===== config.mk =====
export PLATFORM = sky130hd
export DESIGN_NAME = cntr_mod
export DESIGN_NICKNAME = d
export VERILOG_FILES = /design/src/rtl/cntr_pkg.sv /design/src/rtl/cntr_presc.sv /design/src/rtl/cntr_mod.sv
export SDC_FILE = /design/constraint.sdc
export NUM_CORES = 1
export LEC_CHECK = 0
export BUFFER_PORTS_ARGS = -buffer_cell sky130_fd_sc_hd__buf_2
export CAP_MARGIN = 0
export CORE_MARGIN = 5
export CORE_UTILIZATION = 55
export DETAILED_ROUTE_END_ITERATION = 12
export GPL_TIMING_DRIVEN = 0
export HOLD_SLACK_MARGIN = 0.03
export PLACE_DENSITY = 0.94
export SYNTH_ARGS = -nofsm -noshare
export SYNTH_HDL_FRONTEND = slang
export SYNTH_SLANG_ARGS = --single-unit
export TNS_END_PERCENT = 20

===== constraint.sdc =====
create_clock -name clk -period 4.4 [get_ports clk]
set_input_delay 0.22 -clock clk [delete_from_list [all_inputs] [get_ports clk]]
set_output_delay 0.22 -clock clk [all_outputs]
set_load 0.1 [all_outputs]

===== src/rtl/cntr_pkg.sv =====
// Shared definitions for the cntr_mod counter: default sizes and terminal-value helper.
package cntr_pkg;

   localparam int unsigned DEF_WIDTH = 16;
   localparam int unsigned DEF_PRESC = 1;

   // Highest value the counter reaches: modulo-1, or all ones when modulo is 0.
   function automatic longint unsigned calc_top(input int unsigned     width,
                                                input longint unsigned modulo);
      if (modulo != 0) begin
         return modulo - 64'd1;
      end
      return (64'd1 << width) - 64'd1;
   endfunction

endpackage


===== src/rtl/cntr_presc.sv =====
// Prescaler for cntr_mod: counts ce cycles 0..PRESC-1 and flags the last one.
// With PRESC=1 no state is built and tick is always 1.
module cntr_presc
   import cntr_pkg::*;
#(
   parameter int unsigned PRESC = DEF_PRESC
) (
   input  logic clk,
   input  logic rst,
   input  logic ce,
   input  logic clr,
   output logic tick
);

   if (PRESC <= 1) begin : g_bypass
      logic unused_in;
      assign unused_in = ^{clk, rst, ce, clr};
      assign tick      = 1'b1;
   end else begin : g_cnt
      localparam int unsigned   CW   = $clog2(PRESC);
      localparam logic [CW-1:0] LAST = CW'(PRESC - 1);

      logic [CW-1:0] cnt_q, cnt_d;

      // Next count: clear wins, otherwise advance on ce and wrap after the last value.
      always_comb begin
         cnt_d = cnt_q;
         if (clr) begin
            cnt_d = '0;
         end else if (ce) begin
            cnt_d = (cnt_q == LAST) ? '0 : cnt_q + 1'b1;
         end
      end

      // Prescale count register.
      always_ff @(posedge clk) begin
         if (rst) begin
            cnt_q <= '0;
         end else begin
            cnt_q <= cnt_d;
         end
      end

      assign tick = (cnt_q == LAST);
   end

endmodule


===== src/rtl/cntr_mod.sv =====
// Up/down modulo counter with prescaler, load, wrap/saturate and terminal count.
// Define CNTR_MOD_CAPTURE_EN to build the capture register behind cap/cap_val;
// otherwise cap is ignored and cap_val is tied to 0.
module cntr_mod
   import cntr_pkg::*;
#(
   parameter int unsigned     WIDTH  = DEF_WIDTH,
   parameter longint unsigned MODULO = 0,
   parameter int unsigned     PRESC  = DEF_PRESC,
   parameter int unsigned     SAT    = 0
) (
   input  logic             clk,
   input  logic             rst,
   input  logic             ce,
   input  logic             up,
   input  logic             ld,
   input  logic [WIDTH-1:0] ld_val,
   input  logic             cap,
   output logic [WIDTH-1:0] out,
   output logic             tc,
   output logic             ovf,
   output logic [WIDTH-1:0] cap_val
);

   localparam logic [WIDTH-1:0] TOP      = WIDTH'(calc_top(WIDTH, MODULO));
   localparam bit               SATURATE = (SAT != 0);

   logic [WIDTH-1:0] out_q, out_d;
   logic             ovf_q, ovf_d;
   logic             tick, step, at_bound;

   // A load restarts the prescale so the first step after it takes a full PRESC ce cycles.
   cntr_presc #(
      .PRESC(PRESC)
   ) u_presc (
      .clk (clk),
      .rst (rst),
      .ce  (ce),
      .clr (ld),
      .tick(tick)
   );

   assign step     = ce & tick;
   assign at_bound = up ? (out_q == TOP) : (out_q == '0);
   assign tc       = step & at_bound;

   // Next count and overflow: load beats step; a step at the bound wraps or saturates.
   always_comb begin
      out_d = out_q;
      ovf_d = 1'b0;
      if (ld) begin
         out_d = (ld_val > TOP) ? TOP : ld_val;
      end else if (step) begin
         ovf_d = at_bound;
         if (up) begin
            out_d = at_bound ? (SATURATE ? TOP : '0) : out_q + 1'b1;
         end else begin
            out_d = at_bound ? (SATURATE ? '0 : TOP) : out_q - 1'b1;
         end
      end
   end

   // Count and overflow-pulse registers.
   always_ff @(posedge clk) begin
      if (rst) begin
         out_q <= '0;
         ovf_q <= 1'b0;
      end else begin
         out_q <= out_d;
         ovf_q <= ovf_d;
      end
   end

   assign out = out_q;
   assign ovf = ovf_q;

`ifdef CNTR_MOD_CAPTURE_EN
   logic [WIDTH-1:0] cap_q;

   // Capture the pre-edge count, so a same-cycle load or step does not leak in.
   always_ff @(posedge clk) begin
      if (rst) begin
         cap_q <= '0;
      end else if (cap) begin
         cap_q <= out_q;
      end
   end

   assign cap_val = cap_q;
`else
   logic unused_cap;
   assign unused_cap = cap;
   assign cap_val    = '0;
`endif

endmodule


==> results of run 1 <==
==> per-stage QoR <==
stage               std cells  setup slack [ns]  hold WS, ns
floorplan                 254             0.493        0.365
global placement          334              1.54        0.473
detailed placement        334              1.52        0.477
CTS                       338              1.20        0.152
global route              338             0.975        0.161
finish                    338              1.15        0.152
==> final cells by class <==
| type | count | area, µm² | share of cell area, % |
|---|---|---|---|
| Tap cell | 44 | 55.1 | 2.67 |
| Timing Repair Buffer | 36 | 180 | 8.74 |
| Inverter | 8 | 30.0 | 1.46 |
| Multi-Input combinational cell | 190 | 1200 | 58.3 |
| Clock buffer | 4 | 26.3 | 1.27 |
| Buffer | 39 | 228 | 11.0 |
| Sequential cell | 17 | 340 | 16.5 |
==> metal layers <==
metal	vias up	wire [µm]
met3	8	468
met4	0	52
met1	899	2040
met2	129	2540
li1	953	-
met5	-	0
==> flip-flops by register name, indices dropped and copies added, names as in the netlist <==
name	count
out	16
ovf	1
==> cell usage in the layout (no fill, tap or decap), types with 3 or more instances in the layout <==
| cell | synthesis | routed |
|---|---|---|
| a21o_1 | 3 | 3 |
| a21oi_1 | 20 | 20 |
| a31oi_1 | 6 | 6 |
| and2_1 | 3 | 3 |
| and4_1 | 4 | 4 |
| buf_2 | 2 | 38 |
| buf_4 | 17 | 17 |
| clkbuf_1 | 18 | 19 |
| clkbuf_4 | 0 | 3 |
| conb_1 | 1 | 16 |
| dfxtp_1 | 17 | 17 |
| ha_1 | 3 | 3 |
| inv_1 | 8 | 8 |
| nand2_1 | 16 | 16 |
| nand3_1 | 7 | 7 |
| nand4_1 | 4 | 4 |
| nor2_1 | 19 | 19 |
| nor3_1 | 5 | 5 |
| nor3b_1 | 10 | 10 |
| nor4_1 | 3 | 3 |
| o21ai_0 | 11 | 11 |
| o22ai_1 | 7 | 7 |
| o31ai_1 | 3 | 3 |
| xnor2_1 | 10 | 10 |
| xor2_1 | 5 | 5 |
==> Yosys cell counts (2+ instances only) <==
cell type	n
or2_2	2
buf_4	17
a21o_1	3
dfxtp_1	17
and3_1	2
a21oi_1	20
nand3_1	7
buf_6	2
inv_1	8
o21ai_0	11
nand4_1	4
xor2_1	5
o211ai_1	2
nand2_1	16
xnor2_1	10
nor2_1	19
ha_1	3
and2_1	3
clkbuf_1	18
a211oi_1	2
o2111ai_1	2
o22ai_1	7
and4_1	4
nor3b_1	10
nor3_1	5
a31oi_1	6
buf_2	2
o31ai_1	3
nor4_1	3
o31a_1	2
==> worst min-delay path by stage <==
| stage | slack (ns) | to |
|---|---|---|
| after floorplan | 0.36 | out[0]$_SDFFE_PP0P_ |
| after global placement | 0.47 | out[0]$_SDFFE_PP0P_ |
| after detailed placement | 0.48 | out[0]$_SDFFE_PP0P_ |
| after CTS | 0.15 | out[0]$_SDFFE_PP0P_ |
| after global routing | 0.16 | out[0]$_SDFFE_PP0P_ |
| final | 0.15 | out[7]$_SDFFE_PP0P_ |
==> report_power, final <==
group	switching, µW	internal, µW	leakage, µW
combinational	253	83.1	0.000730
clock	57.3	35.4	0.0000150
sequential	12.4	166	0.000141
total	322	285	0.000886
==> critical path: cells and delay by family (launching register included) <==
kind                   cells  cell delay [ns]
AND/OR/NAND/NOR            5             1.42
flip-flops                 1             0.34
buffers and inverters      3             0.96
==> cells by family (layout without fill, tap and decap cells) <==
kind of cell / count (synthesis) / in the layout / synth area share, %
AO/OA/AOI/OAI: 72 / 72 / 28.0
XOR/XNOR: 15 / 15 / 7.53
adder cells (fa/ha/maj): 3 / 3 / 2.15
buffers and inverters: 47 / 87 / 14.8
flip-flops: 17 / 17 / 19.5
other: 1 / 16 / 0.215
AND/OR/NAND/NOR: 84 / 84 / 27.8
==> flow_summary.yaml, run 1 <==
run_status:
  status: "finished, final reports clean"
floorplan:
  die_height_um: 66.3
  io_pins: 56
  core-area_um2: 3050
  initial_core_util_pct: 57.1
  fp-row-count: 20
  die_x_um: 66.3
  die_area_um2: 4400
power_and_ir_drop:
  peakVddDrop_mv: 0.242
  fin_total_pwr_uw: 607
  p_per_area_nw_per_um2: 295
  leakage_uw: 0.000886
place:
  dp_hpwl_mm: 3.75
  place_area_um2: 2040
  gp_congestion: 0.920
  numPortBuffers: 36
global_route:
  gr-max-usage-layer: "met2"
  grt_pass1_vias: 1779
  grt_usage_pct: 23.9
  grt_use_met3_pct: 5.44
  grt_overflow: 0
  grt_pass1_wl_mm: 8.24
  antenna_found_initial: 0
  use_met1_pct: 29.9
  grt_max_degree: 11
  met2_usage_pct: 40.0
final_layout:
  syn2layout_area_growth_pct: 18.2
  final_nets: 320
  fill_cells: 297
  postLayoutCellArea_um2: 2060
  antenna_cells: 0
  drive_gt1_share_pct: 23.8
  final_util_pct: 67.5
critical_path:
  path_class: "reg -> out"
  rr_startpoint: "out[6]$_SDFFE_PP0P_"
  path_max_fanout: 9
  reg2reg_slack_ns: 1.78
  r2r_cells: 8
  worst_setup_path_end_kind: "primary output"
  cp.arrival_ns: 3.03
  cp_slowest_stage_delay_ns: 0.43
  slowest_stage: "buf_2"
  start_kind: "register"
  crit_end: "tc"
  crit_chain: "clkbuf_1, and4_1, and4_1, clkbuf_1, nand4_1, and2_1, nor2_1, buf_2"
  reg2reg_to: "out[2]$_SDFFE_PP0P_"
  cp.required_ns: 4.18
  startpoint: "out[6]$_SDFFE_PP0P_"
flow_run:
  cap_violations: 0
routing:
  post_drt_via_cell_ratio: 5.88
  drt_iter0_drc: 220
  drt-wirelength-per-cell_um: 15.1
  drc: 0
  drt_first_pass_iters: 5
  num_vias: 1989
  wirelength_mm: 5.10
  postRouteAntennaNets: 0
sta:
  setup_tns_ns: 0
  tightest_slew_ns: 0.812
  clock_skew_ns: 0.0135
  setup_violations: 0
  relSlewSlack_pct: 45.4
  rsz0062_at_grt: "false"
  fmaxAchievable_mhz: 308
  drv_slew: 0
  hold_viol_final: 0
  fin_crit_ns: 3.25
  fin_crit_sh_pct: 73.9
yosys:
  synth_edf_count: 0
  ys_types: 54
  yosys-top-cells-area: "dfxtp_1, buf_4, a21oi_1"
  syn_area_um2: 1740
  yosys_warnings: 0
  ys_seq_elements: 17
  yosysTopAreaCell: "dfxtp_1"
  ys.flop_type: "dfxtp_1"
  syn-instance-count: 239
  synthArstFlopShare_pct: 0
  avgSynthCellArea_um2: 7.30
  seq_area_frac_synth_pct: 19.5
  synth_top_area_share_pct: 19.5
hold_path:
  hold_depth: 3
  min_from: "ld_val[7]"
  hold_class: "in -> reg"
cts:
  cts_setup_buffers: 0
  insertion_delay_ns: 0.31
  clock_path_buffers: 2
  ctsHoldBuffers: 0
  cts_sinks: 17
  cts_tree: "yes"
  cts_resized: 0
  cts_buffers: 3
  root_buffer: "clkbuf_4"
  path_clk_slew_ns: 0.12
  h-tree-depth: 1
Note: power is estimated with default switching activity, not from simulation.
==> inputs of run 2 (changes only) <==
- CORE_UTILIZATION: 55 -> 51
- PLACE_DENSITY: 0.94 -> 0.89
- clock period: 4.4 -> 3 ns (I/O delays scaled with it)
==> run 2 against run 1 <==
Compared with the run above: global-route usage is 0.62 points lower; clock skew is 0.0093 ns lower; setup slack worse by 1.0 ns; combinational power is 47% higher; highest routed layer unchanged.
==> flow_summary.yaml, run 2 (same netlist as run 1, synthesis figures left out) <==
run_status:
  status: "finished, final reports clean"
sta:
  drv_slew: 0
  clock_skew_ns: 0.00417
  hold_viol_final: 0
  fin_crit_ns: 2.87
  tightest_slew_ns: 0.911
  rsz0062_at_grt: "false"
  setup_violations: 0
  relSlewSlack_pct: 38.7
  fmaxAchievable_mhz: 348
  setup_tns_ns: 0
  fin_crit_sh_pct: 95.7
critical_path:
  cp.arrival_ns: 2.72
  path_max_fanout: 9
  crit_chain: "clkbuf_1, or4_4, buf_6, nor4_4, nand4_4, and2_1, nor2_4, clkbuf_4"
  start_kind: "register"
  slowest_stage: "or4_4"
  startpoint: "out[8]$_SDFFE_PP0P_"
  path_class: "reg -> out"
  worst_setup_path_end_kind: "primary output"
  rr_startpoint: "out[2]$_SDFFE_PP0P_"
  cp.required_ns: 2.85
  cp_slowest_stage_delay_ns: 0.45
floorplan:
  die_height_um: 68.5
  initial_core_util_pct: 52.3
  core-area_um2: 3340
  die_area_um2: 4690
  die_x_um: 68.5
  io_pins: 56
  fp-row-count: 21
place:
  numPortBuffers: 36
  gp_congestion: 0.950
  dp_hpwl_mm: 3.72
  place_inst: 336
routing:
  drt_iter0_drc: 137
  drt-wirelength-per-cell_um: 15.2
  post_drt_via_cell_ratio: 5.70
  drt_first_pass_iters: 4
  drc: 0
  wirelength_mm: 5.20
  num_vias: 1945
  postRouteAntennaNets: 0
cts:
  cts_sinks: 17
  cts_tree: "yes"
  ctsHoldBuffers: 0
  clock_path_buffers: 2
  path_clk_slew_ns: 0.12
  insertion_delay_ns: 0.30
  root_buffer: "clkbuf_4"
  cts_buffers: 3
  h-tree-depth: 1
final_layout:
  antenna_cells: 0
  layout_commonest_cell: "buf_2"
  syn2layout_area_growth_pct: 19.9
  final_util_pct: 62.7
  drive_gt1_share_pct: 26.8
  fin_cells: 341
  largest_register_ff_count: 16
  final_nets: 321
  final_cell_mix: "buf_2, a21oi_1, clkbuf_1, buf_4, nor2_1"
global_route:
  grt_overflow: 0
  grt_pass1_wl_mm: 8.36
  grt_pass1_vias: 1787
  grt_max_degree: 11
  antenna_found_initial: 0
  grt_usage_pct: 23.3
flow_run:
  cap_violations: 0
power_and_ir_drop:
  peakVddDrop_mv: 0.299
  p_per_area_nw_per_um2: 428
  leakage_uw: 0.000894
hold_path:
  hold_class: "in -> reg"
  min_from: "ld_val[0]"
run 2: final timing paths:
| kind | endpoint | slack [ns] | cells past startpoint |
|---|---|---|---|
| hold / removal | out[0]$_SDFFE_PP0P_ | 0.08 | 3 |
| setup / recovery | tc | 0.13 | 8 |
| hold reg to reg | out[1]$_SDFFE_PP0P_ | 0.66 | 2 |
| setup reg to reg | out[13]$_SDFFE_PP0P_ | 0.35 | 7 |
run 2: layer usage:
metal / track usage, % / up-vias / share of wire, %
li1: - / 951 / -
met1: 31.2 / 881 / 42
met2: 36.8 / 103 / 46
met3: 5.42 / 10 / 11
met4: 6.95 / 0 / 1.5
met5: 0 / - / 0
run 2: power by group:
group	leakage [µW]	switching, µW	internal, µW	total (µW)
Sequential	0.000143	18.0	245	263
Clock	0.0000177	87.0	49.5	137
Combinational	0.000733	372	122	494
Total	0.000894	477	417	894
run 2: area by class of cell:
type	count	area (µm²)
Buffer	39	228
Clock buffer	3	22.5
Clock inverter	1	5.00
Fill cell	331	1250
Inverter	8	30.0
Multi-Input combinational cell	190	1210
Sequential cell	17	348
Tap cell	46	57.6
Timing Repair Buffer	37	190
run 2: metrics by stage:
| stage | hold WS (ns) | worst slack (ns) | power [µW] | cell area [µm²] |
|---|---|---|---|---|
| 2_1_floorplan | 0.287 | 0.0433 | 684 | 1820 |
| 3_3_place_gp | 0.394 | 0.157 | 753 | 2050 |
| 3_5_place_dp | 0.405 | 0.173 | 757 | 2050 |
| 4_1_cts | 0.0797 | 0.0411 | 895 | 2090 |
| 5_1_grt | 0.0823 | 0.0263 | 938 | 2090 |
| 6_report | 0.0848 | 0.128 | 894 | 2090 |
run 2: worst max-delay path: cells and delay by family, from the launching register on:
kind	cells	cell delay [ns]
DFF	1	0.34
buffers and inverters	3	0.67
and+or+nand+nor	5	1.41
run 2: what timing repair did:
action	CTS	global route
gates resized for setup	0	1
pin swaps	1	0
setup endpoints to repair	1	1
setup buffers	1	0
cloned	0	0
